`config.mk`:
```
export PLATFORM = sky130hd
export DESIGN_NAME = kaktovik_scan_ctrl
export DESIGN_NICKNAME = d
export VERILOG_FILES = /design/src/rtl/kaktovik_scan_ctrl.sv
export SDC_FILE = /design/constraint.sdc
export NUM_CORES = 1
export LEC_CHECK = 0
export CORE_AREA = 10 10 100 102
export CTS_CLUSTER_SIZE = 14
export DETAILED_ROUTE_END_ITERATION = 8
export DIE_AREA = 0 0 110 112
export PLACE_DENSITY = 0.73
export SLEW_MARGIN = 20
export SYNTH_ARGS = -nofsm -noshare
export SYNTH_HDL_FRONTEND = slang
export SYNTH_SLANG_ARGS = --single-unit
```
`constraint.sdc`:
```
create_clock -name clk -period 1.55 [get_ports clk]
set_input_delay 0.31 -clock clk [delete_from_list [all_inputs] [get_ports clk]]
set_output_delay 0.31 -clock clk [all_outputs]
set_load 0.005 [all_outputs]
```
`src/rtl/kaktovik_scan_ctrl.sv`:
```
// kaktovik_scan_ctrl: binary to base-20 converter and one-hot digit scanner for a shared kaktovik decoder.
// Define KAKTOVIK_SCAN_BLANK_EN for leading-zero blanking through dec_rbi.
module kaktovik_scan_ctrl #(
  parameter int NDIG     = 4,
  parameter int WIDTH    = 16,
  parameter int PRESCALE = 1000,
  parameter int GUARD    = 2
) (
  input  logic             clk,
  input  logic             rst_n,
  input  logic             load,
  input  logic [WIDTH-1:0] value,
  input  logic             enable,
  output logic             busy,
  output logic             done,
  output logic             overflow,
  output logic [NDIG-1:0]  dig_sel,
  output logic [4:0]       dec_value,
  output logic             dec_rbi,
  output logic             dec_bi
);
  localparam int IW = NDIG > 1 ? $clog2(NDIG) : 1;
  localparam int PW = PRESCALE > 1 ? $clog2(PRESCALE) : 1;
  localparam int BW = WIDTH > 1 ? $clog2(WIDTH) : 1;
  localparam logic [PW-1:0] PL = PW'(PRESCALE - 1);
  localparam logic [PW-1:0] GD = PW'(GUARD);
  localparam logic [IW-1:0] IL = IW'(NDIG - 1);
  localparam logic [BW-1:0] BL = BW'(WIDTH - 1);
  typedef enum logic {IDLE, CONV} state_t;
  state_t state, state_nx;
  logic [WIDTH-1:0] div, div_nx;
  logic [4:0] rem, rem_nx;
  logic [5:0] sh;
  logic [BW-1:0] bcnt;
  logic [IW-1:0] k, idx;
  logic [PW-1:0] presc;
  logic [NDIG-1:0][4:0] shadow, bank, commit;
  logic [NDIG-1:0] rbi_v;
  logic last_bit, last_dig, on;
`ifdef KAKTOVIK_SCAN_BLANK_EN
  logic lead;
`endif
  assign busy = state == CONV;
  assign on = enable && presc >= GD;
  always_comb begin
    sh = {rem, div[WIDTH-1]};
    rem_nx = sh >= 6'd20 ? 5'(sh - 6'd20) : sh[4:0];
    div_nx = (div << 1) | WIDTH'(sh >= 6'd20);
    last_bit = bcnt == BL;
    last_dig = k == IL;
    commit = shadow;
    commit[k] = rem_nx;
    state_nx = load ? CONV : (state == CONV && last_bit && last_dig) ? IDLE : state;
`ifdef KAKTOVIK_SCAN_BLANK_EN
    lead = 1'b1;
    for (int i = NDIG - 1; i >= 0; i--) begin
      lead = lead && bank[i] == 5'd0;
      rbi_v[i] = !lead || i == 0;
    end
`else
    rbi_v = '1;
`endif
  end
  always_ff @(posedge clk or negedge rst_n) begin
    if (!rst_n) state <= IDLE;
    else state <= state_nx;
  end
  // the last step of the last digit commits straight from the divider so done lands one cycle after busy
  always_ff @(posedge clk or negedge rst_n) begin
    if (!rst_n) begin
      div <= '0;
      rem <= '0;
      bcnt <= '0;
      k <= '0;
      shadow <= '0;
      bank <= '0;
      overflow <= 1'b0;
      done <= 1'b0;
    end else begin
      done <= 1'b0;
      if (load) begin
        div <= value;
        rem <= '0;
        bcnt <= '0;
        k <= '0;
      end else if (state == CONV) begin
        div <= div_nx;
        rem <= last_bit ? 5'd0 : rem_nx;
        bcnt <= last_bit ? '0 : bcnt + BW'(1);
        if (last_bit) begin
          shadow[k] <= rem_nx;
          k <= k + IW'(1);
        end
        if (last_bit && last_dig) begin
          bank <= commit;
          overflow <= div_nx != '0;
          done <= 1'b1;
        end
      end
    end
  end
  always_ff @(posedge clk or negedge rst_n) begin
    if (!rst_n) begin
      presc <= '0;
      idx <= '0;
      dig_sel <= '0;
      dec_value <= '0;
      dec_rbi <= 1'b1;
      dec_bi <= 1'b0;
    end else begin
      presc <= presc == PL ? '0 : presc + PW'(1);
      if (presc == PL) idx <= idx == IL ? '0 : idx + IW'(1);
      dig_sel <= on ? NDIG'(1) << idx : '0;
      dec_bi <= on;
      dec_value <= bank[idx];
      dec_rbi <= rbi_v[idx];
    end
  end
endmodule

```
# Word level (Yosys, flattened, before mapping)
# Index checks and enable logic that the tools add are counted.
# word_totals
ff_bits	93
inputBits	20
# classes
n_reduce_logical	12
eq_ne	4
mux	27
n_shift	1
addsub	5
order_cmp	5
n_bitwise	2
# op_table
cell	n
16-bit 2-to-1 mux	2
5-bit 2-to-1 mux	6
20-bit bitwise mux	1
4-bit 2-to-1 mux	4
16-bit by 1-bit bitwise OR with 16-bit output	1
16-bit nonzero test	1
10-bit by 1-bit adder with 10-bit output (second input constant)	1
5-bit binary-select mux with 2-bit select	1
5-bit demux with 2-bit select	1
10-bit equality test (second input constant)	1
10-bit by 2-bit >= comparator with 1-bit output (second input constant)	1
10-bit 2-to-1 mux	1
2-bit 2-to-1 mux	4
6-bit by 5-bit >= comparator with 1-bit output (second input constant)	1
2-bit by 3-bit < comparator with 1-bit output (second input constant)	2
1-bit 2-to-1 mux	6
3-bit AND reduction	2
2-bit nonzero test	3
1-bit logical AND	5
5-bit subtractor (second input constant)	1
2-bit by 1-bit adder with 2-bit output (second input constant)	2
4-bit by 1-bit adder with 4-bit output (second input constant)	1
2-bit equality test (second input constant)	2
4-bit equality test (second input constant)	1
other kinds (5)	5

# Logic depth before layout (Yosys ltp)
# Gate-level depths: netlist of the first run.
# logic_depth
ltp_word	5
depth_mapped	7
ltp_nobuf	6

# Worst setup path after synthesis of the first run
# OpenSTA, ideal clock, no wires.
# synth_path
path_type	flip-flop to flip-flop
start	register k[0]
end	register shadow[10] (netlist name)
slack_ns	-0.081
required_ns	1.425
stages_incl_launch_ff	7
arrival_time_ns	1.507
setup_ns	0.125
path_buffers	2
path_cell_list	dfrtp_1 inv_1 ha_1 clkbuf_1 and3_1 buf_2 mux2_2
# synth_via
elab_chain_len	5
elab_cells_between_ends	6
# synth_lines
element	line_no	text
start, declared	35	logic [IW-1:0] k, idx;
start signal, assigned	92	k <= k + IW'(1);
2-bit by 3-bit < comparator with 1-bit output (implied by the code) or 2-bit by 1-bit >= comparator with 1-bit output (tied branches)	91	shadow[k] <= rem_nx;
1-bit logical AND (implied by the code)	91	
5-bit 2-to-1 mux (implied by the code)	91	
5-bit demux with 2-bit select *	91	
20-bit bitwise mux *	91	
end signal, assigned by index	91	
end, declared	37	logic [NDIG-1:0][4:0] shadow, bank, commit;
# Every way passes the cells marked *; elsewhere a longest branch is shown, timed or not.
# A chain may end at the register's enable or synchronous reset.

# Final worst setup path of the first run
# layout_path
start	register rem[2]
end	register bank[13] (netlist name)
# layout_via
elab_chain_len	3
elab_cells_between_ends	4
# layout_lines
element	line_no	text
start, declared	32	logic [4:0] rem, rem_nx;
start signal, assigned	88	rem <= last_bit ? 5'd0 : rem_nx;
5-bit subtractor or 6-bit by 5-bit >= comparator with 1-bit output (tied branches)	47	rem_nx = sh >= 6'd20 ? 5'(sh - 6'd20) : sh[4:0];
5-bit 2-to-1 mux *	47	
20-bit bitwise mux *	52	commit[k] = rem_nx;
end signal, assigned	95	bank <= commit;
end, declared	37	
# Marks and branches as above.

==> results by group, run 1 <==
Global route
  – Initial antenna violation count: 0
  – Grt total ovfl: 0
  – GRT Util Overall: 0.1334
  – First-pass GRT wire length: about 13000 microns
  – Vias in the first global route: 2803
  – Largest net degree at the start of global routing: 35

Power and ir drop
  – Pleak: around 2.6 nW
  – Power Density: 815.5 nW/um^2
  – Worst VDD drop: 0.7148 mV

Critical path
  – Req. time, crit path: 1840 ps
  – CP Data Arrival Time: 1940 ps
  – Nature of the critical path endpoint: flip-flop
  – CP Launch Type: flip-flop
  – Max FO, Critical Path: 8
  – Critical path class: reg -> reg

Synthesis
  – Post-synth EDFFs: 0
  – Sequential-to-total area share from yosys stat: 0.5397
  – Synthesized flop and latch total: 87
  – Synthesized area: around 4000 sq um
  – Syn_nets: 397
  – Asr flop ratio synth: 1.000
  – YS warnings: 0
  – Post-Synthesis Cells: 364
  – Top_reg_cell synth: dfrtp_1
  – Syn_area_per_cell: around 11 sq um
  – Yosys cell types: between 40 and 50

Clock tree
  – Root Driver: clkbuf_8
  – Clk Latency, worst-skew pair: 370 ps
  – Clock Sinks: slightly below 90
  – CTS tree: done
  – Deepest clock path buffer count: 2
  – TritonCTS buffer count: 9
  – Clock slew at reported path FFs: 90 ps
  – H-Tree Depth: 3

Finish
  – Fin nets: 470
  – Most common library cell in the layout ignoring fill and taps: dfrtp_1
  – Synth-to-Final Area Change: 30.43%
  – ANT cells: 0
  – Fraction of layout instances using a drive strength above 1: 0.2624
  – Leading cell types in the layout, fill and taps excluded: dfrtp_1 (87), nand2_1 (53), buf_4 (41)
  – Final std cells w/o fill: 547

Route
  – Via count: 2828
  – First DRT Iteration DRCs: 86
  – Routed Antenna Nets: 0
  – DRC Markers: 0
  – Vias/cell: 5.170
  – Mean routed wirelength per cell: around 15 microns
  – Routed Wire Length: 8024 microns
  – TritonRoute pass-1 iters: 4

STA
  – Final setup vio count: 17
  – Max-slew violation count: 0
  – RSZ-0062 raised after global routing: yes
  – PnR worst setup slack: -103.7 ps
  – Hold Violations, Final: 0
  – Max Clock Freq: between 0.6 and 0.7 GHz
  – Final TNS setup: -1044 ps
  – Clk_skew: 18.90 ps
  – Period utilization: 1.067
  – Final min period: about 1700 ps

Flow run
  – Max-cap violations: 0

Placement
  – Post-DP HPWL: 5542 microns
  – RePlAce Congestion: roughly 0.83
  – Placed cells: 517
  – Pre-CTS setup slack: -184.7 ps
  – Port bufs: 32

Floorplan
  – Initial core utilization: 0.5010
  – Die X: 110 microns
  – Full die area: 12320 sq um
  – Die Ht: 112 microns
  – Io pins: 34
  – Core box area: 8051 sq um
  – Num rows: 33

Outcome
  – Failing checks: setup timing
  – Outcome: complete, but fails checks

Hold path
  – Hold Crit Class: in -> async
[layer usage]
metal  track usage  part of all wire  vias to the layer above  routed length, microns
met1        0.1734              0.46                     1372                    3727
met4       0.05469             0.017                        0                     136
met3       0.02999             0.038                       10                     305
met5             0                 0                        -                       0
met2        0.2080              0.48                       49                    3854
li1              -                 -                     1397                       -
[state kept, by name, indices dropped and copies added (netlist names)]
name / flops
bank: 20
idx: 2
dec_bi: 1
overflow: 1
div: 16
busy: 1
shadow: 15
bcnt: 4
dec_value: 5
rem: 5
dig_sel: 4
presc: 10
k: 2
done: 1
[metrics by stage]
stage / power (W) / utilization / hold WS (ps) / instance area (sq um)
2_1_floorplan: 0.002519 / - / 14.41 / 4051
4_1_cts: 0.004316 / 0.6331 / 421.8 / 5097
6_report: 0.004291 / 0.6535 / 406.8 / 5261
5_1_grt: 0.004478 / 0.6535 / 447.9 / 5261
3_5_place_dp: 0.002693 / 0.5865 / 260.0 / 4722
3_3_place_gp: 0.002686 / 0.5865 / 258.0 / 4722
[critical path: stages (launching register included)]
cell and delay, ps:
dfrtp_1 360, inv_2 70, ha_2 170, nor4bb_4 150, nor3_4 250, mux2_4 400, o211ai_2 180
[synth_stat cells, types with 2 or more instances]
cell type / count / area (sq um)
o21ai_0: 26 / 130.1
buf_2: 7 / 35.03
nand3_1: 3 / 15.01
and2_1: 6 / 37.54
mux4_2: 5 / 112.6
and3_1: 5 / 31.28
dfrtp_1: 87 / 2177
a22o_1: 2 / 17.52
ha_1: 13 / 162.7
nor2_1: 25 / 93.84
clkbuf_1: 11 / 41.29
a21o_1: 6 / 45.04
nor2b_1: 2 / 12.51
mux2i_1: 23 / 230.2
o211ai_1: 2 / 15.01
a31oi_1: 2 / 12.51
mux2_2: 11 / 123.9
a211oi_1: 4 / 30.03
inv_1: 11 / 41.29
o211ai_2: 3 / 37.54
xor2_1: 4 / 35.03
nor4_1: 5 / 31.28
nand4_1: 2 / 12.51
buf_4: 3 / 22.52
a21oi_1: 12 / 60.06
nand3b_1: 5 / 37.54
nand2_1: 53 / 198.9
nor3b_1: 2 / 15.01
xnor2_1: 6 / 52.55
nor3_1: 4 / 20.02
[path summary, 6_finish.rpt]
check / cells after the start / slack [ps] / endpoint / startpoint
hold reg to reg: 2 / 480 / bank[17] / bank[17]
setup reg to reg: 6 / -100 / bank[13] / rem[2]
min in group clk: 2 / 480 / bank[17] / bank[17]
hold / removal: 2 / 410 / presc[8] / rst_n
max in group asynchronous: 3 / 630 / bcnt[3] / rst_n
setup / recovery: 6 / -100 / bank[13] / rem[2]
[area by class of cell]
class	count	area, sq um
Multi-Input combinational cell	244	1886
Timing Repair Buffer	84	819.5
Sequential cell	87	2177
Clock inverter	7	80.08
Clock buffer	9	123.9
Inverter	11	43.79
Tap cell	105	131.4
Fill cell	610	2790
[power by group]
group,internal (W),leakage [nW],switching (W)
Sequential,0.00232,1.16,0.0000438
Clock,0.000761,0.0964,0.000848
Combinational,0.000163,1.35,0.000156
Total,0.00324,2.61,0.00105
[repair_timing]
action                     4_1_cts  5_1_grt
hold endpoints to repair        25        0
gates cloned                     1        0
hold buffers                     1        0
pin swaps                        9        9
buffers inserted                 4        8
setup endpoints to repair       29       39
resized for setup               28       23
[logic make-up (layout without fill, tap and decap cells)]
| kind of cell | Yosys count | in the layout | share of synthesized area |
|---|---|---|---|
| compound gates | 60 | 60 | 0.09150 |
| xor+xnor | 10 | 10 | 0.02171 |
| fa+ha+maj | 13 | 13 | 0.04032 |
| buf+inv | 33 | 111 | 0.03753 |
| flops | 87 | 87 | 0.5397 |
| mux | 40 | 40 | 0.1194 |
| other cells | 1 | 1 | 0.0009296 |
| simple gates | 120 | 120 | 0.1489 |
(Power assumes the default switching activity.)
==> run 2: changes to the inputs <==
==> constraint.sdc (replaced) <==
create_clock -name clk -period 1.55 [get_ports clk]
set_input_delay 0.31 -clock clk [delete_from_list [all_inputs] [get_ports clk]]
set_output_delay 0.31 -clock clk [all_outputs]
set_load 0.02 [all_outputs]
==> run 2 against run 1 <==
  * The flow still finishes with violations (setup timing)
  * First-iteration DRC count is 20% lower
  * Non-clock buffer count is 6 lower
  * Cell count is 1.1% lower
  * Die area stayed put
  * Count of clock-buffer cells in the layout stayed put
  * Flip-flop and latch count stayed put
  * Clock skew is 6.8 ps lower
  * Critical endpoint is now bank[8]
==> results by group, run 2 (same netlist as run 1, synthesis figures left out) <==
Outcome
  – Outcome: complete, but fails checks
  – Failing checks: setup timing

Placement
  – RePlAce Congestion: 0.7960
  – Post-DP HPWL: 5796 microns
  – Port bufs: 32
  – Pre-CTS setup slack: -171.9 ps

Route
  – Mean routed wirelength per cell: roughly 15 microns
  – First DRT Iteration DRCs: 69
  – Vias/cell: 5.166
  – TritonRoute pass-1 iters: 4
  – DRC Markers: 0
  – Via count: 2795
  – Routed Antenna Nets: 0
  – Routed Wire Length: just under 8000 microns

Floorplan
  – Num rows: 33
  – Io pins: 34
  – Die X: 110 microns
  – Full die area: ~12000 sq um
  – Core box area: 8051 sq um
  – Die Ht: 112 microns
  – Initial core utilization: 0.5010

Global route
  – First-pass GRT wire length: ~14000 microns
  – Met2 Track Usage GR: 0.2155
  – Met3 GRT Util: 0.03518
  – Met1 GRT Util: 0.1735
  – Gr busiest metal: met2
  – Initial antenna violation count: 0
  – GRT Util Overall: 0.1346
  – Vias in the first global route: 2883
  – Largest net degree at the start of global routing: 34
  – Grt total ovfl: 0

STA
  – Final min period: 1625 ps
  – Max Clock Freq: 0.6153 GHz
  – PnR worst setup slack: -75.16 ps
  – Max-slew violation count: 0
  – Final setup vio count: 13
  – Worst Hold Slack: 430.3 ps
  – Final TNS setup: -497.0 ps
  – Period utilization: 1.048
  – Clk_skew: ~12 ps
  – RSZ-0062 raised after global routing: yes
  – Hold Violations, Final: 0

Finish
  – Most common library cell in the layout ignoring fill and taps: dfrtp_1
  – Leading cell types in the layout, fill and taps excluded: dfrtp_1 (86), nand2_1 (53), buf_4 (39)
  – Fin nets: 464
  – Fraction of layout instances using a drive strength above 1: 0.2615
  – Max reg flops: 20
  – Largest registers: bank x20, div x16, shadow x15
  – Biggest register: bank
  – ANT cells: 0
  – Synth-to-Final Area Change: 27.08%

Clock tree
  – Deepest clock path buffer count: 2
  – H-Tree Depth: 3
  – Clk Latency, worst-skew pair: 350 ps
  – Clock slew at reported path FFs: roughly 90 ps
  – Clock Sinks: 87
  – TritonCTS buffer count: 9
  – Root Driver: clkbuf_8
  – CTS tree: done

Power and ir drop
  – Logic pwr share: 0.073
  – Int Pwr: 0.003234 W
  – Switching pwr: 0.001046 W
  – Pleak: 2.508 nW
  – Reg power frac: 0.551
  – Power Density: between 800 and 900 nW/um^2
  – Switching part of the total power: 0.2443
  – Clock network fraction of total power: 0.376
  – Worst VDD drop: 0.4621 mV

Critical path
  – Crit-path cells: inv_2 > ha_4 > nor2b_4 > nor3_4 > mux2_4 > o211ai_2
  – Max stage delay on crit path: ~450 ps
  – Buf/Inv on CP: 1
  – Critical-path top delay cell: dfrtp_2
  – Critical path class: reg -> reg
  – Nature of the critical path endpoint: flip-flop
  – Req. time, crit path: roughly 1800 ps
  – CP Data Arrival Time: between 1500 and 2000 ps
  – Max FO, Critical Path: 8
  – Delay-heaviest family, CP: flip-flops
  – CP Launch Type: flip-flop

Hold path
  – Hold Crit Class: in -> async

Flow run
  – Max-cap violations: 0
-- run 2: worst register-to-register path, stage by stage (launching register included) --
cell and delay, ps:
dfrtp_2 450, inv_2 90, ha_4 150, nor2b_4 40, nor3_4 260, mux2_4 410
o211ai_2 160
-- run 2: layer usage --
| metal | part of all wire | up-vias |
|---|---|---|
| met3 | 0.046 | 8 |
| met4 | 0.0090 | 0 |
| met1 | 0.45 | 1354 |
| met5 | 0 | - |
| li1 | - | 1388 |
| met2 | 0.49 | 45 |
-- run 2: timing repair --
item | CTS | global route
resized for setup | 29 | 28
hold endpoints to repair | 30 | 0
setup endpoints to repair | 48 | 43
pin swaps | 3 | 12
hold buffers | 1 | 0
buffers inserted | 1 | 5
-- run 2: area by class of cell --
cell class	instances	area, sq um
clock buffer	9	123.9
clock inverter	7	78.83
fill	658	2925
inverter	11	41.29
multi-input combinational	244	1853
sequential	87	2178
tap	105	131.4
timing repair buffer	78	719.4
-- run 2: final timing paths --
check / to / slack [ps] / cells after the start / start
min in group clk: bank[4] / 480 / 1 / bank[4]
max: bank[8] / -80 / 6 / rem[1]
min: dec_bi / 430 / 2 / rst_n
max in group asynchronous: rem[1] / 600 / 3 / rst_n
max reg2reg: bank[8] / -80 / 6 / rem[1]
min reg2reg: bank[4] / 480 / 1 / bank[4]
-- run 2: stage by stage --
stage / area (sq um) / total power (W) / std cells / utilization
global route: 5126 / 0.004488 / 541 / 0.6367
global placement: 4758 / 0.002689 / 518 / 0.5910
floorplan: 4086 / 0.002525 / 364 / -
finish: 5126 / 0.004280 / 541 / 0.6367
CTS: 5009 / 0.004313 / 536 / 0.6221
detailed placement: 4758 / 0.002698 / 518 / 0.5910
-- run 2: power by group through the flow --
stage / logic (W) / clock network (W) / registers (W)
CTS: 0.000304 / 0.00165 / 0.00236
floorplan: 0.000127 / 0 / 0.00240
global placement: 0.000286 / 0 / 0.00240
finish: 0.000313 / 0.00161 / 0.00236
detailed placement: 0.000292 / 0 / 0.00241
global route: 0.000352 / 0.00177 / 0.00237
==> run 3: changes to the inputs <==
--- a/config.mk
+++ b/config.mk
@@ -5,11 +5,11 @@
 export SDC_FILE = /design/constraint.sdc
 export NUM_CORES = 1
 export LEC_CHECK = 0
-export CORE_AREA = 10 10 100 102
+export CORE_AREA = 10 10 92 94
 export CTS_CLUSTER_SIZE = 14
 export DETAILED_ROUTE_END_ITERATION = 8
-export DIE_AREA = 0 0 110 112
-export PLACE_DENSITY = 0.73
+export DIE_AREA = 0 0 102 104
+export PLACE_DENSITY = 0.92
 export SLEW_MARGIN = 20
 export SYNTH_ARGS = -nofsm -noshare
 export SYNTH_HDL_FRONTEND = slang
==> constraint.sdc (replaced) <==
create_clock -name clk -period 1.91 [get_ports clk]
set_input_delay 0.382 -clock clk [delete_from_list [all_inputs] [get_ports clk]]
set_output_delay 0.382 -clock clk [all_outputs]
set_load 0.02 [all_outputs]
==> run 3 against run 2 <==
  * The flow finishes with violations (hold timing)
  * Cell count fell by 9.8%
  * Flip-flop and latch count did not move
  * Critical path type unchanged
  * Largest power group unchanged
  * Non-clock buffer count fell by 28
  * Total power fell by 17%
  * Via count fell by 2.8%
  * Hold slack got worse by 440 ps
  * First-iteration DRC count rose by 130%
  * Count of clock-buffer cells in the layout rose by 4
  * Wire length fell by 4.0%
  * Maximum frequency fell by 9.8%
  * Sequential share of layout area rose by 3.7 points
==> results by group, run 3 (same netlist as run 1, synthesis figures left out) <==
Finish
  – Largest registers: bank x20, div x16, shadow x15
  – ANT cells: 0
  – Max reg flops: 20
  – Fin nets: 436
  – Fraction of layout instances using a drive strength above 1: 0.1446
  – Most common library cell in the layout ignoring fill and taps: dfrtp_1
  – Synth-to-Final Area Change: 16.84%
  – Biggest register: bank
  – Leading cell types in the layout, fill and taps excluded: dfrtp_1 (87), nand2_1 (53), clkdlybuf4s50_1 (31)
  – Filler cells: 457

Power and ir drop
  – Worst VDD drop: 0.4602 mV
  – Reg power frac: 0.540
  – Int Pwr: about 0.0028 W
  – Power Density: 753.5 nW/um^2
  – Switching part of the total power: 0.2148
  – Pleak: 2.318 nW
  – Logic pwr share: 0.061
  – Clock network fraction of total power: 0.399
  – Switching pwr: 0.0007627 W

STA
  – Slew margin rel.: 0.6662
  – Worst Tran Pin Value: 500.6 ps
  – Hold Violations, Final: 7
  – Final min period: 1801 ps
  – Final setup vio count: 0
  – Final TNS setup: 0 ps
  – Period utilization: 0.9431
  – PnR worst setup slack: 108.7 ps
  – Worst Hold Slack: -13.07 ps
  – Max Clock Freq: 0.5551 GHz
  – Clk_skew: 8.902 ps
  – RSZ-0062 raised after global routing: no
  – Max-slew violation count: 0

Clock tree
  – TritonCTS buffer count: 9
  – Root Driver: clkbuf_8
  – Clock slew at reported path FFs: 80 ps
  – Post_cts resized: 0
  – Clk Latency, worst-skew pair: 350 ps
  – Post-CTS Hold Buffers: 0
  – Deepest clock path buffer count: 2
  – Post-CTS setup buffer count: 0
  – CTS tree: done
  – H-Tree Depth: 3
  – Clock Sinks: just under 90

Route
  – Via count: approximately 2700
  – TritonRoute pass-1 iters: 4
  – DRC Markers: 0
  – Routed Antenna Nets: 0
  – Vias/cell: about 5.6
  – First DRT Iteration DRCs: between 150 and 200
  – Mean routed wirelength per cell: 15.54 microns
  – Routed Wire Length: 7585 microns

Floorplan
  – Full die area: 10610 sq um
  – Io pins: 34
  – Core box area: about 6700 sq um
  – Num rows: 30
  – Initial core utilization: 0.6037
  – Die Ht: 104 microns
  – Die X: 102 microns

Placement
  – RePlAce Congestion: 0.8197
  – Post-DP HPWL: 5578 microns
  – Pre-CTS setup slack: 28.48 ps
  – Port bufs: 32

Critical path
  – CP Data Arrival Time: between 2000 and 2500 ps
  – R2r worst-path depth: 5
  – Critical-path top delay cell: dfrtp_1
  – Crit. Startpoint: rem[1]
  – Critical R2R Launch: rem[1]
  – Critical path class: reg -> reg
  – Max FO, Critical Path: 8
  – R2r setup slk: ~110 ps
  – Crit-path cells: ha_1 > nor4bb_4 > nor3_4 > mux2_4 > o211ai_2
  – Max stage delay on crit path: 430 ps
  – R2R Path End: bank[13]
  – Buf/Inv on CP: 0
  – Nature of the critical path endpoint: flip-flop
  – Delay-heaviest family, CP: simple AND/OR/NAND/NOR gates
  – Req. time, crit path: approximately 2200 ps
  – CP Launch Type: flip-flop

Global route
  – Largest net degree at the start of global routing: 40
  – Grt total ovfl: 0
  – First-pass GRT wire length: 12870 microns
  – GRT Util Overall: 0.1483
  – Initial antenna violation count: 0
  – Vias in the first global route: 2754

Flow run
  – Max-cap violations: 0

Hold path
  – Hold Crit Class: in -> async

Outcome
  – Outcome: complete, but fails checks
  – Failing checks: hold timing
## run 3: worst reg2reg max path, cell delays in order, from the launching register on
cell      delay (ps)
dfrtp_1          430
ha_1             220
nor4bb_4         170
nor3_4           320
mux2_4           400
o211ai_2         190
## run 3: per-stage QoR
stage                     hold slack (ps)  std cells  total power (W)    util  instance area [sq um]
final                              -13.07        488         0.003551  0.7054                   4713
after global routing                15.06        488         0.003689  0.7054                   4713
after CTS                           8.361        488         0.003578  0.7054                   4713
after detailed placement            384.1        472         0.002173  0.6719                   4489
after global placement              379.7        472         0.002162  0.6719                   4489
after floorplan                     86.41        364         0.002046       -                   4034
## run 3: routing by layer
layer	vias to the layer above	global-route usage	wire (microns)
met5	-	0	0
met4	0	0.06149	108
met3	10	0.03056	342
met2	57	0.2315	3647
met1	1319	0.1941	3486
li1	1331	-	-
## run 3: area by class of cell
class                      instances  area [sq um]  area share
clock buffer                      13         158.9     0.03371
clock inverter                     3         65.06     0.01380
inverter                          11         41.29    0.008760
multi-input combinational        244          1705      0.3618
sequential                        87          2177      0.4619
tap                               80         100.1     0.02124
timing repair buffer              50         465.4     0.09875
## run 3: power groups by stage
stage               logic (W)  registers [W]  clock network, W
global route         0.000242        0.00192           0.00152
finish               0.000216        0.00192           0.00142
detailed placement   0.000220        0.00195                 0
CTS                  0.000220        0.00192           0.00144
global placement     0.000212        0.00195                 0
floorplan            0.000101        0.00195                 0
## run 3: worst max-delay path by stage
stage / end / slack [ps] / cells after the start
2_1_floorplan: shadow[10] / 280 / 6
3_3_place_gp: bcnt[3] / 90 / 5
3_5_place_dp: bcnt[3] / 30 / 5
4_1_cts: busy / 100 / 1
5_1_grt: shadow[13] / 40 / 6
6_report: bank[13] / 110 / 5
